===== src/rtl/banzai_pkg.sv =====
// Shared definitions for the banzai result path: register map, STATUS layout,
// AXI response codes, read-beat payload and small decode/pack helpers.
package banzai_pkg;

    localparam int unsigned AXI_DATA_W = 32;

    localparam logic [7:0] REG_DATA_OFF   = 8'h00;
    localparam logic [7:0] REG_STATUS_OFF = 8'h04;
    localparam logic [7:0] REG_CTRL_OFF   = 8'h08;

    localparam int unsigned STATUS_COUNT_W   = 9;
    localparam int unsigned STATUS_EMPTY_BIT = 16;
    localparam int unsigned STATUS_FULL_BIT  = 17;
    localparam int unsigned STATUS_OVF_BIT   = 24;

    localparam int unsigned CTRL_FLUSH_BIT   = 0;
    localparam int unsigned CTRL_CLR_OVF_BIT = 1;

    localparam logic [1:0] RESP_OKAY   = 2'b00;
    localparam logic [1:0] RESP_SLVERR = 2'b10;

    typedef enum logic [1:0] {
        SEL_DATA,
        SEL_STATUS,
        SEL_CTRL,
        SEL_NONE
    } reg_sel_e;

    // One R-channel beat as held in the response register.
    typedef struct packed {
        logic [1:0]            resp;
        logic [AXI_DATA_W-1:0] data;
    } r_beat_t;

    // Map the low address byte onto a register select.
    function automatic reg_sel_e decode_offset(input logic [7:0] off);
        reg_sel_e sel;
        case (off)
            REG_DATA_OFF:   sel = SEL_DATA;
            REG_STATUS_OFF: sel = SEL_STATUS;
            REG_CTRL_OFF:   sel = SEL_CTRL;
            default:        sel = SEL_NONE;
        endcase
        return sel;
    endfunction

    // Assemble the STATUS word; unlisted bits read as zero.
    function automatic logic [AXI_DATA_W-1:0] pack_status(
        input logic [STATUS_COUNT_W-1:0] count,
        input logic                      empty,
        input logic                      full,
        input logic                      ovf
    );
        logic [AXI_DATA_W-1:0] s;
        s                   = '0;
        s[STATUS_COUNT_W-1:0] = count;
        s[STATUS_EMPTY_BIT] = empty;
        s[STATUS_FULL_BIT]  = full;
        s[STATUS_OVF_BIT]   = ovf;
        return s;
    endfunction

endpackage


===== src/rtl/banzai_sync_fifo.sv =====
// Single-clock FIFO with push/pop/flush.
// Ports: clk, rst_n (async active-low); push/push_data write the tail, pop
// advances the head, flush empties; head_c is the current head word,
// full_c/empty_c decode the count register, count and nonempty are registered.
// Push is ignored when full and pop when empty, both judged on pre-cycle state.
// Flush is applied after a same-cycle pop, so head_c is still valid that cycle.
module banzai_sync_fifo #(
    parameter  int unsigned DEPTH = 8,
    parameter  int unsigned WIDTH = 32,
    localparam int unsigned PTR_W = $clog2(DEPTH),
    localparam int unsigned CNT_W = PTR_W + 1
) (
    input  logic             clk,
    input  logic             rst_n,
    input  logic             push,
    input  logic [WIDTH-1:0] push_data,
    input  logic             pop,
    input  logic             flush,
    output logic [WIDTH-1:0] head_c,
    output logic             full_c,
    output logic             empty_c,
    output logic [CNT_W-1:0] count,
    output logic             nonempty
);

    logic [WIDTH-1:0] mem [DEPTH];
    logic [PTR_W-1:0] wr_ptr;
    logic [PTR_W-1:0] rd_ptr;
    logic             do_push_c;
    logic             do_pop_c;
    logic [CNT_W-1:0] count_n_c;

    // Qualify requests and form the next count.
    always_comb begin
        full_c    = (count == CNT_W'(DEPTH));
        empty_c   = (count == '0);
        head_c    = mem[rd_ptr];
        do_push_c = push & ~full_c;
        do_pop_c  = pop & ~empty_c;
        count_n_c = count + CNT_W'(do_push_c) - CNT_W'(do_pop_c);
    end

    // Storage has no reset.
    always_ff @(posedge clk) begin
        if (do_push_c) begin
            mem[wr_ptr] <= push_data;
        end
    end

    // Pointers wrap naturally at DEPTH (power of two).
    always_ff @(posedge clk or negedge rst_n) begin
        if (!rst_n) begin
            wr_ptr   <= '0;
            rd_ptr   <= '0;
            count    <= '0;
            nonempty <= 1'b0;
        end else if (flush) begin
            wr_ptr   <= '0;
            rd_ptr   <= '0;
            count    <= '0;
            nonempty <= 1'b0;
        end else begin
            wr_ptr   <= wr_ptr + PTR_W'(do_push_c);
            rd_ptr   <= rd_ptr + PTR_W'(do_pop_c);
            count    <= count_n_c;
            nonempty <= (count_n_c != '0);
        end
    end

endmodule


===== src/rtl/banzai_result_fifo.sv =====
// AXI-Lite slave that buffers banzai accelerator results for CPU readout.
// Ports: clk_i/rst_ni; AXI-Lite AW/W/B and AR/R channels; irq_o is high while
// the FIFO holds data. Registers: 0x00 DATA (write pushes, read pops),
// 0x04 STATUS (read only), 0x08 CTRL (write only: bit0 flush, bit1 clear
// overflow). Any other access answers SLVERR without side effects.
module banzai_result_fifo
    import banzai_pkg::*;
#(
    parameter int unsigned DEPTH      = 8,
    parameter int unsigned DATA_WIDTH = 32
) (
    input  logic                    clk_i,
    input  logic                    rst_ni,
    input  logic [31:0]             awaddr_i,
    input  logic [2:0]              awprot_i,
    input  logic                    awvalid_i,
    output logic                    awready_o,
    input  logic [DATA_WIDTH-1:0]   wdata_i,
    input  logic [3:0]              wstrb_i,
    input  logic                    wvalid_i,
    output logic                    wready_o,
    output logic [1:0]              bresp_o,
    output logic                    bvalid_o,
    input  logic                    bready_i,
    input  logic [31:0]             araddr_i,
    input  logic [2:0]              arprot_i,
    input  logic                    arvalid_i,
    output logic                    arready_o,
    output logic [DATA_WIDTH-1:0]   rdata_o,
    output logic [1:0]              rresp_o,
    output logic                    rvalid_o,
    input  logic                    rready_i,
    output logic                    irq_o
);

    localparam int unsigned PTR_W = $clog2(DEPTH);
    localparam int unsigned CNT_W = PTR_W + 1;

    logic             aw_ready_q;
    logic             ar_ready_q;
    logic             b_valid_q;
    logic [1:0]       b_resp_q;
    logic             r_valid_q;
    r_beat_t          r_q;
    logic             overflow_q;

    logic             wr_acc_c;
    logic             rd_acc_c;
    reg_sel_e         wr_sel_c;
    reg_sel_e         rd_sel_c;
    logic             push_c;
    logic             pop_c;
    logic             flush_c;
    logic             set_ovf_c;
    logic             clr_ovf_c;
    logic [1:0]       b_resp_n_c;
    r_beat_t          r_n_c;

    logic [DATA_WIDTH-1:0] fifo_head_c;
    logic                  fifo_full_c;
    logic                  fifo_empty_c;
    logic [CNT_W-1:0]      fifo_count;
    logic                  fifo_nonempty;

    // Protection and upper address bits carry no meaning here.
    logic unused_bits;
    assign unused_bits = ^{awprot_i, arprot_i, awaddr_i[31:8], araddr_i[31:8]};

    banzai_sync_fifo #(
        .DEPTH (DEPTH),
        .WIDTH (DATA_WIDTH)
    ) u_fifo (
        .clk       (clk_i),
        .rst_n     (rst_ni),
        .push      (push_c),
        .push_data (wdata_i),
        .pop       (pop_c),
        .flush     (flush_c),
        .head_c    (fifo_head_c),
        .full_c    (fifo_full_c),
        .empty_c   (fifo_empty_c),
        .count     (fifo_count),
        .nonempty  (fifo_nonempty)
    );

    // Decode accepted transactions against pre-cycle FIFO state.
    always_comb begin
        push_c     = 1'b0;
        pop_c      = 1'b0;
        flush_c    = 1'b0;
        set_ovf_c  = 1'b0;
        clr_ovf_c  = 1'b0;
        b_resp_n_c = RESP_SLVERR;
        r_n_c      = '{resp: RESP_SLVERR, data: '0};

        wr_acc_c = aw_ready_q & awvalid_i & wvalid_i;
        rd_acc_c = ar_ready_q & arvalid_i;
        wr_sel_c = decode_offset(awaddr_i[7:0]);
        rd_sel_c = decode_offset(araddr_i[7:0]);

        case (wr_sel_c)
            SEL_DATA: begin
                if (fifo_full_c) begin
                    set_ovf_c = wr_acc_c;
                end else if (wstrb_i == 4'hF) begin
                    push_c     = wr_acc_c;
                    b_resp_n_c = RESP_OKAY;
                end
            end
            SEL_CTRL: begin
                flush_c    = wr_acc_c & wdata_i[CTRL_FLUSH_BIT];
                clr_ovf_c  = wr_acc_c & wdata_i[CTRL_CLR_OVF_BIT];
                b_resp_n_c = RESP_OKAY;
            end
            default: ;
        endcase

        case (rd_sel_c)
            SEL_DATA: begin
                if (!fifo_empty_c) begin
                    pop_c = rd_acc_c;
                    r_n_c = '{resp: RESP_OKAY, data: fifo_head_c};
                end
            end
            SEL_STATUS: begin
                r_n_c = '{resp: RESP_OKAY,
                          data: pack_status(STATUS_COUNT_W'(fifo_count), fifo_empty_c,
                                            fifo_full_c, overflow_q)};
            end
            default: ;
        endcase
    end

    // Handshake and response registers; ready is a one-cycle pulse.
    always_ff @(posedge clk_i or negedge rst_ni) begin
        if (!rst_ni) begin
            aw_ready_q <= 1'b0;
            ar_ready_q <= 1'b0;
            b_valid_q  <= 1'b0;
            b_resp_q   <= '0;
            r_valid_q  <= 1'b0;
            r_q        <= '0;
            overflow_q <= 1'b0;
        end else begin
            aw_ready_q <= awvalid_i & wvalid_i & ~b_valid_q & ~aw_ready_q;
            ar_ready_q <= arvalid_i & ~r_valid_q & ~ar_ready_q;

            if (wr_acc_c) begin
                b_valid_q <= 1'b1;
                b_resp_q  <= b_resp_n_c;
            end else if (bready_i) begin
                b_valid_q <= 1'b0;
            end

            if (rd_acc_c) begin
                r_valid_q <= 1'b1;
                r_q       <= r_n_c;
            end else if (rready_i) begin
                r_valid_q <= 1'b0;
            end

            if (set_ovf_c) begin
                overflow_q <= 1'b1;
            end else if (clr_ovf_c) begin
                overflow_q <= 1'b0;
            end
        end
    end

    assign awready_o = aw_ready_q;
    assign wready_o  = aw_ready_q;
    assign bvalid_o  = b_valid_q;
    assign bresp_o   = b_resp_q;
    assign arready_o = ar_ready_q;
    assign rvalid_o  = r_valid_q;
    assign rresp_o   = r_q.resp;
    assign rdata_o   = r_q.data;
    assign irq_o     = fifo_nonempty;

endmodule

===== config.mk =====
export PLATFORM = sky130hd
export DESIGN_NAME = banzai_result_fifo
export DESIGN_NICKNAME = d
export VERILOG_FILES = /design/src/rtl/banzai_pkg.sv /design/src/rtl/banzai_sync_fifo.sv /design/src/rtl/banzai_result_fifo.sv
export SDC_FILE = /design/constraint.sdc
export NUM_CORES = 1
export LEC_CHECK = 0
export CORE_MARGIN = 2
export CORE_UTILIZATION = 49
export CTS_CLUSTER_DIAMETER = 60
export DETAILED_ROUTE_END_ITERATION = 7
export GPL_TIMING_DRIVEN = 0
export PLACE_DENSITY = 0.72
export SYNTH_ARGS = -nofsm -noshare
export SYNTH_HDL_FRONTEND = slang
export SYNTH_SLANG_ARGS = --single-unit

===== constraint.sdc =====
create_clock -name clk_i -period 3.8 [get_ports clk_i]
set_input_delay 0.76 -clock clk_i [delete_from_list [all_inputs] [get_ports clk_i]]
set_output_delay 0.76 -clock clk_i [all_outputs]
set_load 0.01 [all_outputs]

# After elaboration in Yosys (flattened, before gate mapping)
# Memories as Yosys holds them, arrays and structs flattened.
# Index checks and enable logic that the tools add are counted.
# classes
add_sub_neg	4
eq_ne	8
muxes	28
bitwise_logic	18
reduce_logical	9
# ops
operator	n
one-hot mux 34 bit (2 select lines)	1
2-to-1 mux 34 bit	1
2-to-1 mux 1 bit	18
equality test 8 x 3 -> 1 bit (second input constant)	2
equality test 8 x 4 -> 1 bit (second input constant)	2
zero test 8 bit	2
bitwise AND 1 bit	12
one-hot mux 2 bit (3 select lines)	2
equality test 4 bit (second input constant)	2
adder 3 x 1 -> 3 bit	2
2-to-1 mux 3 bit	2
NOT 1 bit	6
nonzero test 2 bit	3
adder 4 x 1 -> 4 bit	1
zero test 2 bit	2
zero test 4 bit	1
2-to-1 mux 2 bit	2
2-to-1 mux 4 bit	1
one-hot mux 2 bit (2 select lines)	1
nonzero test 4 bit	1
subtractor 4 x 1 -> 4 bit	1
equality test 2 x 1 -> 1 bit (second input constant)	1
equality test 2 bit (second input constant)	1
# totals
reg_bits	52
mem_bits_rw	256
inputBits	113
output_inout_bits	42
elab_cells	80
memories	1
# mem_list
name	words	width	rd	rd_clocked_by_memory_dff	wr	line	source
u_fifo.mem	8	32	1	0	1	banzai_sync_fifo.sv:26	logic [WIDTH-1:0] mem [DEPTH];

# Logic depth before layout (Yosys ltp)
# Gate-level depths: netlist (run 1).
# logic_depth
depth_word	10
mapped_depth	11
ltp_nobuf	11

# Modules after synthesis
# From an unflattened synthesis (run 1), not the netlist that was laid out.
# unflattened
hier_cells	558
area_unflattened_um2	12096.6
# by_module_without_submodules
mod	instances	cells_each	area_per_inst_um2	seq_area_each_um2
banzai_sync_fifo	1	436	10478.8	7962.6
banzai_result_fifo	1	122	1617.8	975.9

# Worst setup path after synthesis (run 1)
# OpenSTA, ideal clock, no wires.
# synth_path
path_kind	input to register
from	input awaddr_i[1]
to	memory u_fifo.mem[4][0], enable pin
setup_ns	0.461
arrival_time_ns	3.707
required_time_ns	3.339
slack_ns	-0.368
stages	5
path_buffers	1
path_cell_list	nor4_1 and3_1 clkbuf_1 nand3_1 nor3_1
# synth_between
elab_chain_cells	7
word_cells_on_any_way	9
classes_between	2 x eq/ne; 4 x mux; 1 x bitwise; 2 x reduce/logical
# synth_lines
element	line	source
start: declaration	banzai_result_fifo.sv:14	input logic [31:0] awaddr_i,
equality test 8 x 4 -> 1 bit, or another cell as far along	banzai_pkg.sv:38	case (off)
one-hot mux 2 bit (3 select lines) (*)	banzai_pkg.sv:38	
zero test 2 bit (*)	banzai_result_fifo.sv:101	case (wr_sel_c)
2-to-1 mux 1 bit (*)	banzai_result_fifo.sv:101	
bitwise AND 1 bit (*)	banzai_sync_fifo.sv:38	do_push_c = push & ~full_c;
2-to-1 mux 1 bit (*)	banzai_sync_fifo.sv:45	if (do_push_c) begin
2-to-1 mux 1 bit (implied by the code) (*)	banzai_sync_fifo.sv:46	mem[wr_ptr] <= push_data;
end: declaration	banzai_sync_fifo.sv:26	
# Mark *: on every way between the ends. The rest lies on a longest branch, timed or not.

# Final worst setup path (run 1)
# layout_path
from	input araddr_i[5]
to	register u_fifo.nonempty
# layout_between
elab_chain_cells	8
word_cells_on_any_way	10
classes_between	1 x add/sub; 2 x eq/ne; 3 x mux; 1 x bitwise; 3 x reduce/logical
# layout_lines
element	line	source
start: declaration	banzai_result_fifo.sv:25	input logic [31:0] araddr_i,
equality test 8 x 4 -> 1 bit, or another cell as far along	banzai_pkg.sv:38	
one-hot mux 2 bit (3 select lines) (*)	banzai_pkg.sv:38	
zero test 2 bit (*)	banzai_result_fifo.sv:118	case (rd_sel_c)
2-to-1 mux 1 bit (*)	banzai_result_fifo.sv:118	
bitwise AND 1 bit (*)	banzai_sync_fifo.sv:39	do_pop_c = pop & ~empty_c;
subtractor 4 x 1 -> 4 bit (*)	banzai_sync_fifo.sv:40	count_n_c = count + CNT_W'(do_push_c) - CNT_W'(do_pop_c);
nonzero test 4 bit (*)	banzai_sync_fifo.sv:66	nonempty <= (count_n_c != '0);
2-to-1 mux 1 bit (*)	banzai_sync_fifo.sv:57	end else if (flush) begin
end signal: assignment	banzai_sync_fifo.sv:66	
end: declaration	banzai_sync_fifo.sv:23	output logic nonempty
# Marks and branches as above.
# A chain may end at the register's enable or synchronous reset.

==> qor.yml, run 1 <==
grtUsageTotal_pct: 20.0
drtIter0Drc: 529
clkPwrFrac_pct: 46.6
hold_buffers: 0
power_switching_share_pct: 19.1
port_buffers: 98
synth_top_area_cell: "edfxtp_1"
rows: 56
fin_crit_sh_pct: 91.0
final_area_um2: 14600
clk_latency_ps: 510
whs_ps: 312
wl_per_cell_um: 23.2
antennaDiodeCount: 0
path_class: "primary input to register"
viasPerCell: 5.63
netlist_top_cells_area: "edfxtp_1 65%, mux4_2 12%, dfrtp_1 11%, mux2i_1 2.7%, o21ai_1 1.3%"
max_slew_margin_pct: 29.4
max_freq_mhz: 289
multiInputGateArea_um2: 2710
critPathLaunchType: "primary input"
synthCells: 583
p_leak_nw: 4.87
synth_ff_type: "edfxtp_1"
cts_sinks: 306
synth_edf_count: 256
grt.busiest_layer: "met2"
worst_slack_ps: 344
gr-total-overflow: 0
place_ws_ps: -311
routed-via-count: 6048
grt_pass1_wl_um: 37900
clkTransAtPathRegs_ps: 60
fin_util_pct: 62.2
root_buffer: "clkbuf_16"
cp_data_required_time_ps: 4150
endpoint_kind: "register"
drc_errors: 0
drt_wl_total_um: 24900
h-tree-depth: 2
reg2reg_depth: 7
antenna_found_initial: 0
finalCriticalPeriod_ps: 3460
min_path_type: "primary input to async pin"
setup_tns_ps: 0
synth_area_um2: 11800
fin_skew_ps: 22.5
powerDensity_nw_per_um2: 503
yosysSeqAreaShare_pct: 76.0
rr_startpoint: "u_fifo.count[2]"
ir_worst_vdd_mv: 0.406
drv_cap: 0
synth_seq_cells: 306
first_pass_iters: 8
ys_types: 38
start_util_pct: 50.0
seq_area_um2: 8940
yosysWarningCount: 0
worstSetupStartpoint: "araddr_i[5]"
worstMarginPinSlew_ps: 1060
hpwl_um: 15900
fillCellCount: 1693
die_w_um: 159
finalSetupViolCount: 0
numCtsBuffers: 34
place_congestion: 0.815
seq_power_share_pct: 49.9
place_area_um2: 13400
comb_power_share_pct: 3.5
dieHeight_um: 159
drtAntennaViolNets: 0
rsz0062_at_grt: "false"
use_met1_pct: 26.5
cp.arrival_ps: 3800
grt_max_degree: 28
avgSynthCellArea_um2: 20.2
synth_top_area_share_pct: 65.4
path_max_fanout: 10
use_met3_pct: 4.27
p_sw_mw: 1.40
synth.most_common_cell: "edfxtp_1"
p_int_mw: 5.96
postCtsSetupBuffers: 0
cts.path.max_buffers: 3
synth_commonest_cells: "256 x edfxtp_1, 64 x mux4_2, 50 x dfrtp_1"
nets: 853
die_area_um2: 25300
grt_pass1_vias: 6420
grtUsageMet2_pct: 34.6
async_flop_share_pct: 16.3
cts_tree: "built"
drive_gt1_share_pct: 20.1
finalHoldViolCount: 0
area_delta_synth_final_pct: 24.5
finalMaxSlewViolations: 0
status: "finished, final reports clean"
design.core.area_um2: 23500
pin_count: 155
==> cell type report <==
| cell class | instances | share of cell area, % |
|---|---|---|
| inverters | 9 | 0.231 |
| clock inverters | 15 | 1.38 |
| well taps | 319 | 2.73 |
| multi-input cells | 240 | 18.5 |
| plain buffers | 29 | 1.05 |
| repair buffers | 109 | 8.25 |
| clock buffers | 47 | 6.78 |
| flip-flops and latches | 306 | 61.0 |
==> critical path, stage by stage <==
cell and delay [ps]:
clkdlybuf4s50_1 400, or4_4 540, nor4_4 410, nor4b_2 440, ha_1 310, inv_1 60, ha_1 190, fa_1 450
nor2_1 130, a31oi_1 110
==> per-stage QoR <==
| stage | cells | total power, mW |
|---|---|---|
| after detailed placement | 1012 | 4.00 |
| after floorplan | 584 | 3.84 |
| final | 1074 | 7.36 |
| after CTS | 1074 | 7.41 |
| after global placement | 1001 | 3.98 |
| after global routing | 1074 | 7.57 |
==> layer usage <==
| layer | vias to the layer above | wire [um] |
|---|---|---|
| met5 | - | 0 |
| met4 | 0 | 340 |
| met3 | 29 | 1690 |
| met2 | 240 | 12700 |
| met1 | 3147 | 10100 |
| li1 | 2632 | - |
==> cells in the final DEF, fill, tap and decap left out, drive strengths merged, types with 5 or more instances in the layout <==
cell / netlist / final
nor2b: 6 / 6
bufinv: 0 / 5
mux4: 64 / 64
inv: 9 / 9
o21ai: 34 / 34
mux2i: 32 / 32
nor2: 11 / 11
buf: 17 / 29
and2: 8 / 8
clkdlybuf4s50: 0 / 97
nand2: 28 / 28
ha: 10 / 10
dfrtp: 50 / 50
a31oi: 8 / 8
nor3: 5 / 5
clkinv: 0 / 9
clkbuf: 12 / 59
edfxtp: 256 / 256
==> power by group through the flow <==
stage / clock network [mW] / registers [mW] / logic [mW]
after floorplan: 0 / 3.75 / 0.0951
after global placement: 0 / 3.74 / 0.239
after detailed placement: 0 / 3.74 / 0.258
after CTS: 3.48 / 3.67 / 0.259
after global routing: 3.61 / 3.67 / 0.285
final: 3.43 / 3.67 / 0.258
==> worst paths after layout <==
check	end	slack, ps
max in group asynchronous	rdata_o[9]	2860
worst min register to register	arready_o	460
worst max-delay path	u_fifo.nonempty	340
min in group clk_i	arready_o	460
worst min-delay path	bvalid_o	310
worst max register to register	u_fifo.mem[0][5]	940
==> flip-flops by register name, summed over array words and instances, names as in the netlist, 3 cells and up <==
signal / count
rdata_o: 32
u_fifo.mem: 256
u_fifo.wr_ptr: 3
u_fifo.rd_ptr: 3
u_fifo.count: 4
==> repair_timing <==
item | 4_1_cts | 5_1_grt
resized for setup | 0 | 1
setup endpoints to repair | 0 | 1
hold endpoints to repair | 0 | 0
==> logic make-up after synthesis <==
kind of cell    after synthesis  synth area share, %
compound gates               51                 2.40
xor+xnor                      4                0.298
fa+ha+maj                    11                 1.23
buf+inv                      38                 1.60
flops                       306                 76.0
mux                          96                 15.0
other cells                   1               0.0319
simple gates                 76                 3.47
Note: power is estimated with default switching activity, not from simulation.
==> run 2: changes to the inputs <==
CORE_UTILIZATION = 59   (was 49)
PLACE_DENSITY = 0.82   (was 0.72)
REMOVE_ABC_BUFFERS = 1   (was unset)
clock period = 4 ns   (was 3.8 ns; I/O delays follow)
==> qor.yml, run 2 (same netlist as run 1, synthesis figures left out) <==
status: "finished, final reports clean"
rows: 51
die_area_um2: 21100
antennaDiodeCount: 0
reg2reg_depth: 8
first_pass_iters: 5
rr_startpoint: "u_fifo.count[2]"
cpLargestDelayFamily: "simple AND/OR/NAND/NOR gates"
cts_tree: "built"
drive_gt1_share_pct: 18.7
dieHeight_um: 145
rsz0062_at_grt: "false"
fin_crit_sh_pct: 88.6
powerDensity_nw_per_um2: 444
die_w_um: 145
design.core.area_um2: 19500
pin_count: 155
clkTransAtPathRegs_ps: 60
wl_per_cell_um: 24.7
numCtsBuffers: 29
path_class: "primary input to register"
drc_errors: 0
cp_slowest_cell: "or4_4"
viasPerCell: 6.01
finalHoldViolCount: 0
grt_pass1_vias: 6436
start_util_pct: 60.2
grtUsageTotal_pct: 23.4
gr-total-overflow: 0
top_register: "u_fifo.mem"
grt_pass1_wl_um: 37300
cp_common_cell: "ha_1"
fin_util_pct: 72.4
hold_buffers: 0
place_ws_ps: -77.5
drt_wl_total_um: 24400
grt_max_degree: 66
power_mw: 6.27
drtAntennaViolNets: 0
cp_data_required_time_ps: 4400
most-common-layout-cells: "256 x edfxtp_1, 97 x clkdlybuf4s50_1, 64 x mux4_2, 47 x dfrtp_1, 32 x mux2i_1"
max_slew_margin_pct: 34.9
postCtsSetupBuffers: 0
nets: 824
max_stage_delay_ps: 540
max_freq_mhz: 282
cp.arrival_ps: 3940
fillCellCount: 1169
cp.depth: 11
cts_sinks: 306
routed-via-count: 5936
drtIter0Drc: 446
drv_cap: 0
finalSetupViolCount: 0
ctsResizeCount: 0
area_delta_synth_final_pct: 20.2
path_max_fanout: 10
worst_slack_ps: 458
place_congestion: 0.758
finalMaxSlewViolations: 0
h-tree-depth: 1
port_buffers: 98
r2r-end: "u_fifo.mem[0][7]"
hpwl_um: 13900
antenna_found_initial: 0
path_cells: "clkdlybuf4s50_1 -> or4_4 -> nor4_4 -> nor4b_1 -> ha_1 -> inv_1 -> ha_1 -> a21o_1 -> a21oi_1 -> xnor2_1 -> a31oi_1"
clk_latency_ps: 550
rrSetupSlack_ps: 900
cts.path.max_buffers: 3
cp.buffers_inverters: 2
fin_skew_ps: 14.4
root_buffer: "clkbuf_16"
p_leak_nw: 4.66
worstSetupStartpoint: "araddr_i[5]"
ir_worst_vdd_mv: 0.350
min_path_type: "primary input to async pin"
layout_commonest_cell: "edfxtp_1"
critPathLaunchType: "primary input"
largest_register_ffs: 256
endpoint_kind: "register"
finalCriticalPeriod_ps: 3540
endpoint: "u_fifo.nonempty"
worstMarginPinSlew_ps: 976
run 2: cell count changes in the layout (fill, tap and decap cells not counted), moves of 4 or more:
| cell | previous run | this run |
|---|---|---|
| clkbuf_16 | 37 | 29 |
| bufinv_16 | 5 | 1 |
| buf_4 | 5 | 0 |
| buf_1 | 6 | 0 |
| clkbuf_1 | 19 | 12 |
| buf_6 | 3 | 7 |
run 2: worst min-delay path by stage:
stage	start	end	slack, ps	cells after the start
after CTS	rst_ni	u_fifo.rd_ptr[1]	380	1
after global routing	rst_ni	u_fifo.rd_ptr[1]	400	1
after floorplan	u_fifo.count[2]	rdata_o[2]	470	2
after global placement	bvalid_o	awready_o	440	1
after detailed placement	bvalid_o	awready_o	450	1
final	rst_ni	arready_o	390	1
run 2: final cells by class:
type | instances | area [um^2] | area share [%]
Tap cell | 265 | 332 | 2.35
Clock inverter | 12 | 98.8 | 0.699
Inverter | 9 | 33.8 | 0.239
Timing Repair Buffer | 114 | 1240 | 8.79
Sequential cell | 306 | 8950 | 63.3
Multi-Input combinational cell | 240 | 2700 | 19.1
Clock buffer | 42 | 785 | 5.55
run 2: worst register-to-register path, delay by kind of cell (launching register included):
kind          cells  cell delay (ps)
simple gates      4             1710
buf+inv           3              540
flops             1              360
fa+ha+maj         1              190
run 2: power by group:
group,internal (mW),switching [mW],total [mW]
Sequential,3.48,0.0198,3.50
Combinational,0.117,0.119,0.236
Clock,1.43,1.11,2.54
run 2: layer usage:
| metal | GRT usage (%) | part of all wire (%) | vias up |
|---|---|---|---|
| met5 | 0 | 0 | - |
| met3 | 4.56 | 6.7 | 55 |
| met2 | 39.5 | 50 | 235 |
| li1 | - | - | 2570 |
| met1 | 30.8 | 40 | 3076 |
| met4 | 8.68 | 3.3 | 0 |
run 2: through the flow:
stage	TNS [ps]	hold WS, ps	area [um^2]	cells
2_1_floorplan	-7480	474	11600	555
3_3_place_gp	-423200	441	12900	918
3_5_place_dp	-77.5	447	13300	934
4_1_cts	0	378	14100	988
5_1_grt	0	400	14100	988
6_report	0	385	14100	988
==> run 3: changes to the inputs <==
CTS_CLUSTER_DIAMETER = unset   (was 60)
REMOVE_ABC_BUFFERS = unset   (was 1)
==> qor.yml, run 3 (same netlist as run 1, synthesis figures left out) <==
status: "finished, final reports clean"
design.core.area_um2: 19500
power_mw: 6.63
fin_skew_ps: 16.7
antenna_found_initial: 0
rows: 51
grt_pass1_wl_um: 37800
most-common-layout-cells: "256 x edfxtp_1, 97 x clkdlybuf4s50_1, 64 x mux4_2, 50 x dfrtp_1, 32 x mux2i_1"
viasPerCell: 5.90
max_freq_mhz: 268
powerDensity_nw_per_um2: 459
layout_commonest_cell: "edfxtp_1"
clk_latency_ps: 550
drtAntennaViolNets: 0
drtIter0Drc: 480
place_congestion: 0.812
numCtsBuffers: 30
top_register: "u_fifo.mem"
pin_count: 155
h-tree-depth: 1
max_slew_margin_pct: 34.9
port_buffers: 98
grtUsageTotal_pct: 23.9
die_area_um2: 21100
endpoint_kind: "register"
finalMaxSlewViolations: 0
cts.path.max_buffers: 3
hpwl_um: 15800
rsz0062_at_grt: "false"
worstMarginPinSlew_ps: 977
ir_worst_vdd_mv: 0.389
drc_errors: 0
clkTransAtPathRegs_ps: 60
drv_cap: 0
fillCellCount: 1119
cp.arrival_ps: 4130
cp_data_required_time_ps: 4400
ctsResizeCount: 0
largest_register_ffs: 256
path_class: "primary input to register"
drt_wl_total_um: 24800
min_path_type: "primary input to async pin"
finalCriticalPeriod_ps: 3730
nets: 849
antennaDiodeCount: 0
gr-total-overflow: 0
routed-via-count: 5985
finalHoldViolCount: 0
fin_crit_sh_pct: 93.3
hold_buffers: 0
critPathLaunchType: "primary input"
fin_util_pct: 73.9
first_pass_iters: 6
worstSetupStartpoint: "araddr_i[5]"
area_delta_synth_final_pct: 22.7
grt_max_degree: 29
rr_startpoint: "u_fifo.count[2]"
cts_tree: "built"
wl_per_cell_um: 24.5
cts_sinks: 306
grt_pass1_vias: 6425
path_max_fanout: 10
drive_gt1_share_pct: 19.5
setup_tns_ps: 0
finalSetupViolCount: 0
final_area_um2: 14400
dieHeight_um: 145
postCtsSetupBuffers: 0
start_util_pct: 60.2
place_ws_ps: -159
die_w_um: 145
root_buffer: "clkbuf_16"
p_leak_nw: 4.80
place_area_um2: 13400
worst_slack_ps: 268
## run 3: cell types whose count changed in the layout (fill, tap and decap cells not counted), sizes merged
| cell | change |
|---|---|
| clkinv | -2 |
| bufinv | +3 |
| buf | +12 |
| clkbuf | +14 |
| clkinvlp | -1 |
## run 3: metrics by stage
step,cells,hold slack [ps]
final,1014,297
after global routing,1014,338
after CTS,1014,308
after detailed placement,958,461
after global placement,947,444
after floorplan,584,474
## run 3: worst max-delay path, cell delays in order
cell and delay (ps):
clkdlybuf4s50_1 410, or4_4 550, nor4_4 410, nor4b_1 610, ha_1 350, inv_1 60, ha_1 190, fa_1 450
nor2_1 170, a31oi_1 130
## run 3: area by class of cell
| type | count | area, um^2 | share of cell area [%] |
|---|---|---|---|
| buffer | 29 | 154 | 1.07 |
| clock buffer | 44 | 865 | 5.99 |
| tap | 265 | 332 | 2.30 |
| multi-input combinational | 240 | 2710 | 18.8 |
| timing repair buffer | 109 | 1240 | 8.57 |
| clock inverter | 12 | 164 | 1.14 |
| sequential | 306 | 8940 | 61.9 |
| inverter | 9 | 33.8 | 0.234 |
## run 3: worst paths after layout
path                                      to  slack, ps  depth (start not counted)
max in group asynchronous         rdata_o[5]       3110                          2
min reg2reg                        awready_o        460                          1
max                          u_fifo.nonempty        270                         10
min in group clk_i                 awready_o        460                          1
min                          u_fifo.nonempty        300                          1
max reg2reg                u_fifo.mem[0][31]        900                          8
## run 3: routing by layer
layer / wire length, um / GRT usage, % / up-vias
met4: 471 / 6.13 / 0
met1: 9980 / 32.1 / 3063
met5: 0 / 0 / -
li1: - / - / 2616
met2: 12600 / 40.9 / 266
met3: 1830 / 4.75 / 40
## run 3: power by group
part | leakage (nW) | switching (mW) | internal (mW)
logic | 1.32 | 0.126 | 0.119
registers | 2.97 | 0.0146 | 3.48
clock network | 0.510 | 1.14 | 1.75
total | 4.80 | 1.28 | 5.35
